===== src/rtl/codes.sv =====
// Shared ALU opcode/funct codes and divider types; the divider FSM states live here with the rest.
// Combinational helpers only, no state; no flow control of its own.
package codes;

  localparam logic [5:0] OP_SPECIAL = 6'h00;
  localparam logic [5:0] FUNC_MULT  = 6'h18;
  localparam logic [5:0] FUNC_MULTU = 6'h19;
  localparam logic [5:0] FUNC_DIV   = 6'h1A;
  localparam logic [5:0] FUNC_DIVU  = 6'h1B;

  localparam int          DIV_W         = 32;
  localparam int          DIV_CNT_W     = 5;
  localparam logic [4:0]  DIV_LAST_ITER = 5'd31;

  typedef enum logic [1:0] {
    IDLE = 2'd0,
    CALC = 2'd1,
    FIX  = 2'd2,
    DONE = 2'd3
  } div_state_t;

  function automatic logic [DIV_W-1:0] twos_neg(input logic [DIV_W-1:0] x);
    return ~x + {{(DIV_W-1){1'b0}}, 1'b1};
  endfunction

  // 0x80000000 maps onto itself, which the unsigned datapath reads as 2^31.
  function automatic logic [DIV_W-1:0] magnitude(input logic [DIV_W-1:0] x,
                                                 input logic             is_signed);
    return (is_signed && x[DIV_W-1]) ? twos_neg(x) : x;
  endfunction

endpackage


===== src/rtl/div_unit.sv =====
// Iterative restoring divider for DIV/DIVU: 34 cycles from start to done_o (1 for a zero divisor).
// Backpressure: stall_o holds the issuing pipeline; starts outside IDLE are dropped, never queued.
module div_unit
  import codes::*;
#(
  parameter int WIDTH = 32
) (
  input  logic             clk,
  input  logic             reset,
  input  logic             start_i,
  input  logic             signed_i,
  input  logic [WIDTH-1:0] dividend_i,
  input  logic [WIDTH-1:0] divisor_i,
  output logic             stall_o,
  output logic             done_o,
  output logic [WIDTH-1:0] quotient_o,
  output logic [WIDTH-1:0] remainder_o
);

  div_state_t           state_q;
  logic [DIV_CNT_W-1:0] cnt_q;
  logic [WIDTH-1:0]     rem_q;
  logic [WIDTH-1:0]     quo_q;
  logic [WIDTH-1:0]     dvs_q;
  logic                 neg_quo_q;
  logic                 neg_rem_q;
  logic                 done_q;
  logic [WIDTH-1:0]     quotient_q;
  logic [WIDTH-1:0]     remainder_q;

  logic [WIDTH:0]       shift_d;
  logic [WIDTH:0]       diff_d;
  logic                 fits_d;
  logic [WIDTH-1:0]     rem_d;
  logic [WIDTH-1:0]     quo_d;

  // One restoring step; the extra top bit keeps the carry out of the shifted remainder.
  always_comb begin
    shift_d = {rem_q, quo_q[WIDTH-1]};
    diff_d  = shift_d - {1'b0, dvs_q};
    fits_d  = ~diff_d[WIDTH];
    rem_d   = fits_d ? diff_d[WIDTH-1:0] : shift_d[WIDTH-1:0];
    quo_d   = {quo_q[WIDTH-2:0], fits_d};
  end

  always_ff @(posedge clk) begin
    if (reset) begin
      state_q     <= IDLE;
      cnt_q       <= '0;
      rem_q       <= '0;
      quo_q       <= '0;
      dvs_q       <= '0;
      neg_quo_q   <= 1'b0;
      neg_rem_q   <= 1'b0;
      done_q      <= 1'b0;
      quotient_q  <= '0;
      remainder_q <= '0;
    end else begin
      done_q <= 1'b0;
      case (state_q)
        IDLE: begin
          if (start_i) begin
            neg_quo_q <= signed_i & (dividend_i[WIDTH-1] ^ divisor_i[WIDTH-1]);
            neg_rem_q <= signed_i & dividend_i[WIDTH-1];
            quo_q     <= magnitude(dividend_i, signed_i);
            dvs_q     <= magnitude(divisor_i, signed_i);
            rem_q     <= '0;
            if (divisor_i == '0) begin
              quotient_q  <= '1;
              remainder_q <= dividend_i;
              done_q      <= 1'b1;
              state_q     <= DONE;
            end else begin
              cnt_q   <= DIV_LAST_ITER;
              state_q <= CALC;
            end
          end
        end
        CALC: begin
          rem_q <= rem_d;
          quo_q <= quo_d;
          if (cnt_q == '0) begin
            state_q <= FIX;
          end else begin
            cnt_q <= cnt_q - 1'b1;
          end
        end
        FIX: begin
          quotient_q  <= neg_quo_q ? twos_neg(quo_q) : quo_q;
          remainder_q <= neg_rem_q ? twos_neg(rem_q) : rem_q;
          done_q      <= 1'b1;
          state_q     <= DONE;
        end
        DONE: begin
          state_q <= IDLE;
        end
        default: begin
          state_q <= IDLE;
        end
      endcase
    end
  end

  // Combinational so the ALU holds in the very cycle it issues; low in DONE so HI/LO can be captured.
  assign stall_o     = ((state_q == IDLE) && start_i) || (state_q == CALC) || (state_q == FIX);
  assign done_o      = done_q;
  assign quotient_o  = quotient_q;
  assign remainder_o = remainder_q;

endmodule


===== config.mk =====
export PLATFORM = sky130hd
export DESIGN_NAME = div_unit
export DESIGN_NICKNAME = d
export VERILOG_FILES = /design/src/rtl/codes.sv /design/src/rtl/div_unit.sv
export SDC_FILE = /design/constraint.sdc
export NUM_CORES = 1
export LEC_CHECK = 0
export BUFFER_PORTS_ARGS = -buffer_cell sky130_fd_sc_hd__buf_4
export CAP_MARGIN = 20
export CORE_ASPECT_RATIO = 1.2
export CORE_MARGIN = 4
export CORE_UTILIZATION = 50
export DETAILED_ROUTE_END_ITERATION = 8
export PLACE_DENSITY = 0.78
export SLEW_MARGIN = 20
export SYNTH_ARGS = -nofsm -noshare
export SYNTH_HDL_FRONTEND = slang
export SYNTH_SLANG_ARGS = --single-unit

===== constraint.sdc =====
create_clock -name clk -period 3.05 [get_ports clk]
set_input_delay 0.305 -clock clk [delete_from_list [all_inputs] [get_ports clk]]
set_output_delay 0.305 -clock clk [all_outputs]
set_load 0.01 [all_outputs]

# Word-level counts from Yosys, hierarchy flattened
# Cells that the tools add are included.
dict set report word_totals {
  register_bits 170
  input_bits 68
}
dict set report op_classes {
  add_sub_neg 6
  muxes 26
  eq_ne 8
  reduce_logical 15
  bitwise_logic 8
}
# operator n
set op_table {}
lappend op_table {{2-to-1 mux 32 bit} 11}
lappend op_table {{one-hot mux 32 bit (2 select lines)} 4}
lappend op_table {{adder 32 x 1 -> 32 bit, second input constant} 4}
lappend op_table {{inverter 32 bit} 4}
lappend op_table {{subtractor 33 x 32 -> 33 bit} 1}
lappend op_table {{logical NOT 32 bit} 1}
lappend op_table {{2-to-1 mux 5 bit} 3}
lappend op_table {{inequality test 2 bit, second input constant} 5}
lappend op_table {{one-hot mux 5 bit (2 select lines)} 1}
lappend op_table {{one-hot mux 2 bit (4 select lines)} 1}
lappend op_table {{2-to-1 mux 2 bit} 3}
lappend op_table {{AND reduction 2 bit} 3}
lappend op_table {{logical NOT 5 bit} 1}
lappend op_table {{subtractor 5 x 1 -> 5 bit, second input constant} 1}
lappend op_table {{equality test 2 bit, second input constant} 2}
lappend op_table {{AND reduction 4 bit} 1}
lappend op_table {{nonzero test 2 bit} 2}
lappend op_table {{logical AND 1 bit} 3}
lappend op_table {{AND reduction 3 bit} 1}
lappend op_table {{AND 1 bit} 2}
lappend op_table {{equality test 2 x 1 -> 1 bit, second input constant} 1}
lappend op_table {{logical NOT 2 bit} 1}
lappend op_table {{logical OR 1 bit} 2}
lappend op_table {{2-to-1 mux 1 bit} 2}
lappend op_table {{other kinds (3)} 3}

# Logic depth before layout (Yosys ltp)
dict set report depth {
  ltp_word 5
  mapped_depth 14
  depth_no_buf 13
}

# Worst setup path after synthesis
# No wires, ideal clock.
dict set report synth_timing {
  kind {reg2reg}
  start {register quo_q[31]}
  end {register rem_q[14]}
  setup_time_ps 128
  period_less_slack_ps 3371
  stages_incl_launch_ff 15
  setup_slack_ps -321
  arrival_time_ps 3243
  cell_sequence {dfxtp_1 > inv_1 > ha_1 > fa_1 > nand2b_1 > a21oi_2 > o211a_4 > a21oi_2 > o41ai_4 > nand2_2 > a221oi_4 > xor2_4 > buf_12 > mux2i_1 > o21ai_1}
}
dict set report synth_between {
  elab_chain_len 3
}
# element line
set synth_lines {}
lappend synth_lines {{start: declaration} div_unit.sv:23} ;# logic [WIDTH-1:0] quo_q;
lappend synth_lines {{start signal: assignment} div_unit.sv:65} ;# quo_q <= magnitude(dividend_i, signed_i);
lappend synth_lines {{start signal: assignment} div_unit.sv:81} ;# quo_q <= quo_d;
lappend synth_lines {{subtractor 33 x 32 -> 33 bit} div_unit.sv:40} ;# diff_d = shift_d - {1'b0, dvs_q};
lappend synth_lines {{2-to-1 mux 32 bit} div_unit.sv:42} ;# rem_d = fits_d ? diff_d[WIDTH-1:0] : shift_d[WIDTH-1:0];
lappend synth_lines {{one-hot mux 32 bit (2 select lines)} div_unit.sv:60} ;# case (state_q)
lappend synth_lines {{end signal: assignment} div_unit.sv:80} ;# rem_q <= rem_d;
lappend synth_lines {{end: declaration} div_unit.sv:22} ;# logic [WIDTH-1:0] rem_q;
# No other way between the ends.
# A chain may end at the register's enable or synchronous reset.

# Worst setup path in the final report
dict set report layout_timing {
  start {register dvs_q[0]}
  end {register rem_q[27]}
}
dict set report layout_between {
  elab_chain_len 3
}
# element line
set layout_lines {}
lappend layout_lines {{start: declaration} div_unit.sv:24} ;# logic [WIDTH-1:0] dvs_q;
lappend layout_lines {{start signal: assignment} div_unit.sv:66} ;# dvs_q <= magnitude(divisor_i, signed_i);
lappend layout_lines {{subtractor 33 x 32 -> 33 bit} div_unit.sv:40}
lappend layout_lines {{2-to-1 mux 32 bit} div_unit.sv:42}
lappend layout_lines {{one-hot mux 32 bit (2 select lines)} div_unit.sv:60}
# No other way between the ends.

==> out/results.tsv <==
metric	value	unit
layout cells sized above 1	19.5	%
Levels on crit path	14	
Die Area	0.0245	mm^2
grt ovf	0	
Crit path max-delay family	compound AO/OA/AOI/OAI gates	
R2R Path End	rem_q[27]	
First-pass DRT Iterations	7	
area grow syn2layout	23.1	%
final period utilization	103	%
Clk pin slew, worst setup/hold paths	60	ps
final hold violations	0	
status	finished with violations	
root buf cell	clkbuf_16	
IO Pins	134	
PD cells	727	mW/mm^2
CP Launch Point	dvs_q[0]	
Slowest-stage cell, CP	a221oi_4	
crit-path max FO	8	
number of H-tree levels	4	
Worst setup EP type	flop	
Async S/R FF share, synth	0	%
Post-synth top cells	nor2_1, dfxtp_1, nand2_1	
P_sw	4.03	mW
Initial Util	50.8	%
WP data arrival	3450	ps
Worst Reg2Reg Path Length in Cells	14	
Clock Skew	8.26	ps
Final Wtd Congestion	0.935	
Die X	144	um
CP endpoint	rem_q[27]	
number of synthesized flops with an enable pin	0	
initial antenna violation count	0	
net count after synthesis	1538	
final setup violation count	26	
Sw Share	40.8	%
port bufs	133	
slowest stage delay, CP	360	ps
fmax	0.319	GHz
routed len/inst	16.1	um
FF-to-FF setup slack	-80	ps
Netlist cell types	70	
worst-skew pair later-pin latency	440	ps
total clock sinks	170	
Synth top area share	30.9	%
Post-Synthesis Cells	1428	
synth top area cells	dfxtp_1, xor2_1, nor2_1	
Max IR drop VDD	0.440	mV
Post-Syn Area per Cell	7.72	um^2
Synth Flop Type	dfxtp_1	
height of the die	171	um
DRC	0	
Min Hold Slack	179	ps
final wirelength	30.3	mm
DRT iter0 DRCs	652	
critical path required time	3360	ps
CTS Hold Bufs	0	
most frequent cell after synthesis	nor2_1	
largest net degree at the start of global routing	76	
mapped cell area	0.0110	mm^2
CTS Buffer Depth	2	
Relative slew margins	24.0	%
first-pass GRT wire length	48.1	mm
total global routing track utilization	23.7	%
Num CTS Buffers	17	
CTS tree	done	
row count	59	
failing checks	negative setup slack	
sequential-to-total area share from yosys stat	30.9	%
Core Area	0.0217	mm^2
post-DP HPWL	22.3	mm
RSZ-0062 raised after global routing	yes	
CP Launch Type	flop	
worst path bufs/invs	2	
post-synth top area cell	dfxtp_1	
Hold Path Class	input port to flop	
number of global-route vias before repair	9937	
part of the power in combinational logic	46.1	%
slew of the pin with the lowest slew margin	1130	ps
Synth warnings	0	
via count	10815	
RR Startpoint	dvs_q[0]	
Yosys reg bits	170	
fin worst setup slack	-82.1	ps
Crit Path Class	flop to flop	
Routed Antenna Nets	0	
max_cap viols	0	
Clock Power Share	22.5	%
cell-internal power	5.83	mW
minimum clock period	3130	ps
max-slew violations	0	
DP Worst Slack	-3.36	ps
Leak	5.36	nW
Final Core Density	62.5	%
setup TNS	-679	ps
final net count	1699	
CP cell instances	ha_4 > fa_2 > nand2b_4 > a21oi_4 > o211a_4 > a21oi_4 > o41ai_4 > nand2_2 > a221oi_4 > xor2_4 > buf_12 > buf_12 > mux2i_1 > o21ai_1	
Via density	5.76	
sequential power share	31.4	%
-- worst min-delay path: cells and delay by family --
kind                      cells  cell delay [ps]
AOI/OAI and AO/OA             1               60
xor gates and xnor gates      1              110
buffers and inverters         1               90
-- worst min path at each step --
stage	from	end	slack (ps)	cells past startpoint
floorplan	dvs_q[13]	dvs_q[13]	430	2
global placement	dvs_q[31]	dvs_q[31]	440	2
detailed placement	dvs_q[13]	dvs_q[13]	450	2
CTS	divisor_i[19]	dvs_q[19]	170	3
global route	divisor_i[30]	dvs_q[30]	190	3
finish	divisor_i[19]	dvs_q[19]	180	3
-- power groups by stage --
stage | clock network, mW | registers, mW | logic, mW
after floorplan | 0 | 3.10 | 2.98
after global routing | 2.34 | 3.17 | 5.03
after global placement | 0 | 3.11 | 4.29
after CTS | 2.23 | 3.08 | 4.43
final | 2.22 | 3.10 | 4.54
after detailed placement | 0 | 3.13 | 4.38
-- state kept, by name (all words and copies together) (netlist names) --
| register | flops |
|---|---|
| state_q | 2 |
| remainder_o | 32 |
| cnt_q | 5 |
| quotient_o | 32 |
| rem_q | 32 |
| dvs_q | 32 |
| neg_quo_q | 1 |
| quo_q | 32 |
| done_o | 1 |
| neg_rem_q | 1 |
-- per-layer routing --
metal | global-route usage [%] | part of all wire (%)
met5 | 0 | 0
met4 | 8.56 | 2.4
met3 | 3.24 | 5.1
met2 | 41.0 | 50
met1 | 29.9 | 43
-- final cells by class --
class / count / area [um^2]
clock buffers: 19 / 453
flip-flops and latches: 170 / 3410
repair buffers: 230 / 1850
well taps: 274 / 343
fillers: 1895 / 8130
clock inverters: 13 / 141
multi-input cells: 1116 / 7180
diodes: 1 / 2.50
inverters: 54 / 203
-- kinds of logic after synthesis --
| logic type | Yosys count | synth area share [%] |
|---|---|---|
| and+or+nand+nor | 479 | 19.5 |
| xor gates and xnor gates | 137 | 11.0 |
| AOI/OAI and AO/OA | 424 | 25.1 |
| DFF | 170 | 30.9 |
| buffers and inverters | 142 | 5.56 |
| adders and majority gates | 42 | 4.83 |
| muxes | 34 | 3.09 |
-- per-stage QoR --
stage                     instances  area (um^2)  total power [mW]
after floorplan                1428        11100              6.08
after global placement         1837        12800              7.40
after detailed placement       1837        12800              7.52
after CTS                      1869        13400              9.74
after global routing           1876        13600              10.5
final                          1877        13600              9.86
-- repair_timing --
item	in CTS	in global routing
setup endpoints to repair	22	40
gates cloned	0	4
resized for setup	3	23
endpoints found under the hold margin	0	0
setup buffers	0	3
pin swaps	1	8
-- cell usage in the layout, fill, tap and decap left out, types with 8 or more instances in the layout --
cell type / instances
a211oi_1: 54
a21o_1: 8
a21oi_1: 126
a311oi_1: 45
buf_4: 221
clkbuf_16: 20
dfxtp_1: 168
ha_1: 39
inv_1: 53
mux2i_1: 31
nand2_1: 165
nand2b_1: 12
nand3_1: 12
nor2_1: 181
nor2b_1: 9
nor3_1: 20
nor4_1: 10
o211ai_1: 21
o21ai_0: 68
o21ai_1: 30
o31ai_1: 19
o41ai_1: 14
or3_1: 16
or4_1: 13
xnor2_1: 51
xor2_1: 85
Power figures use the tool's default switching activity.
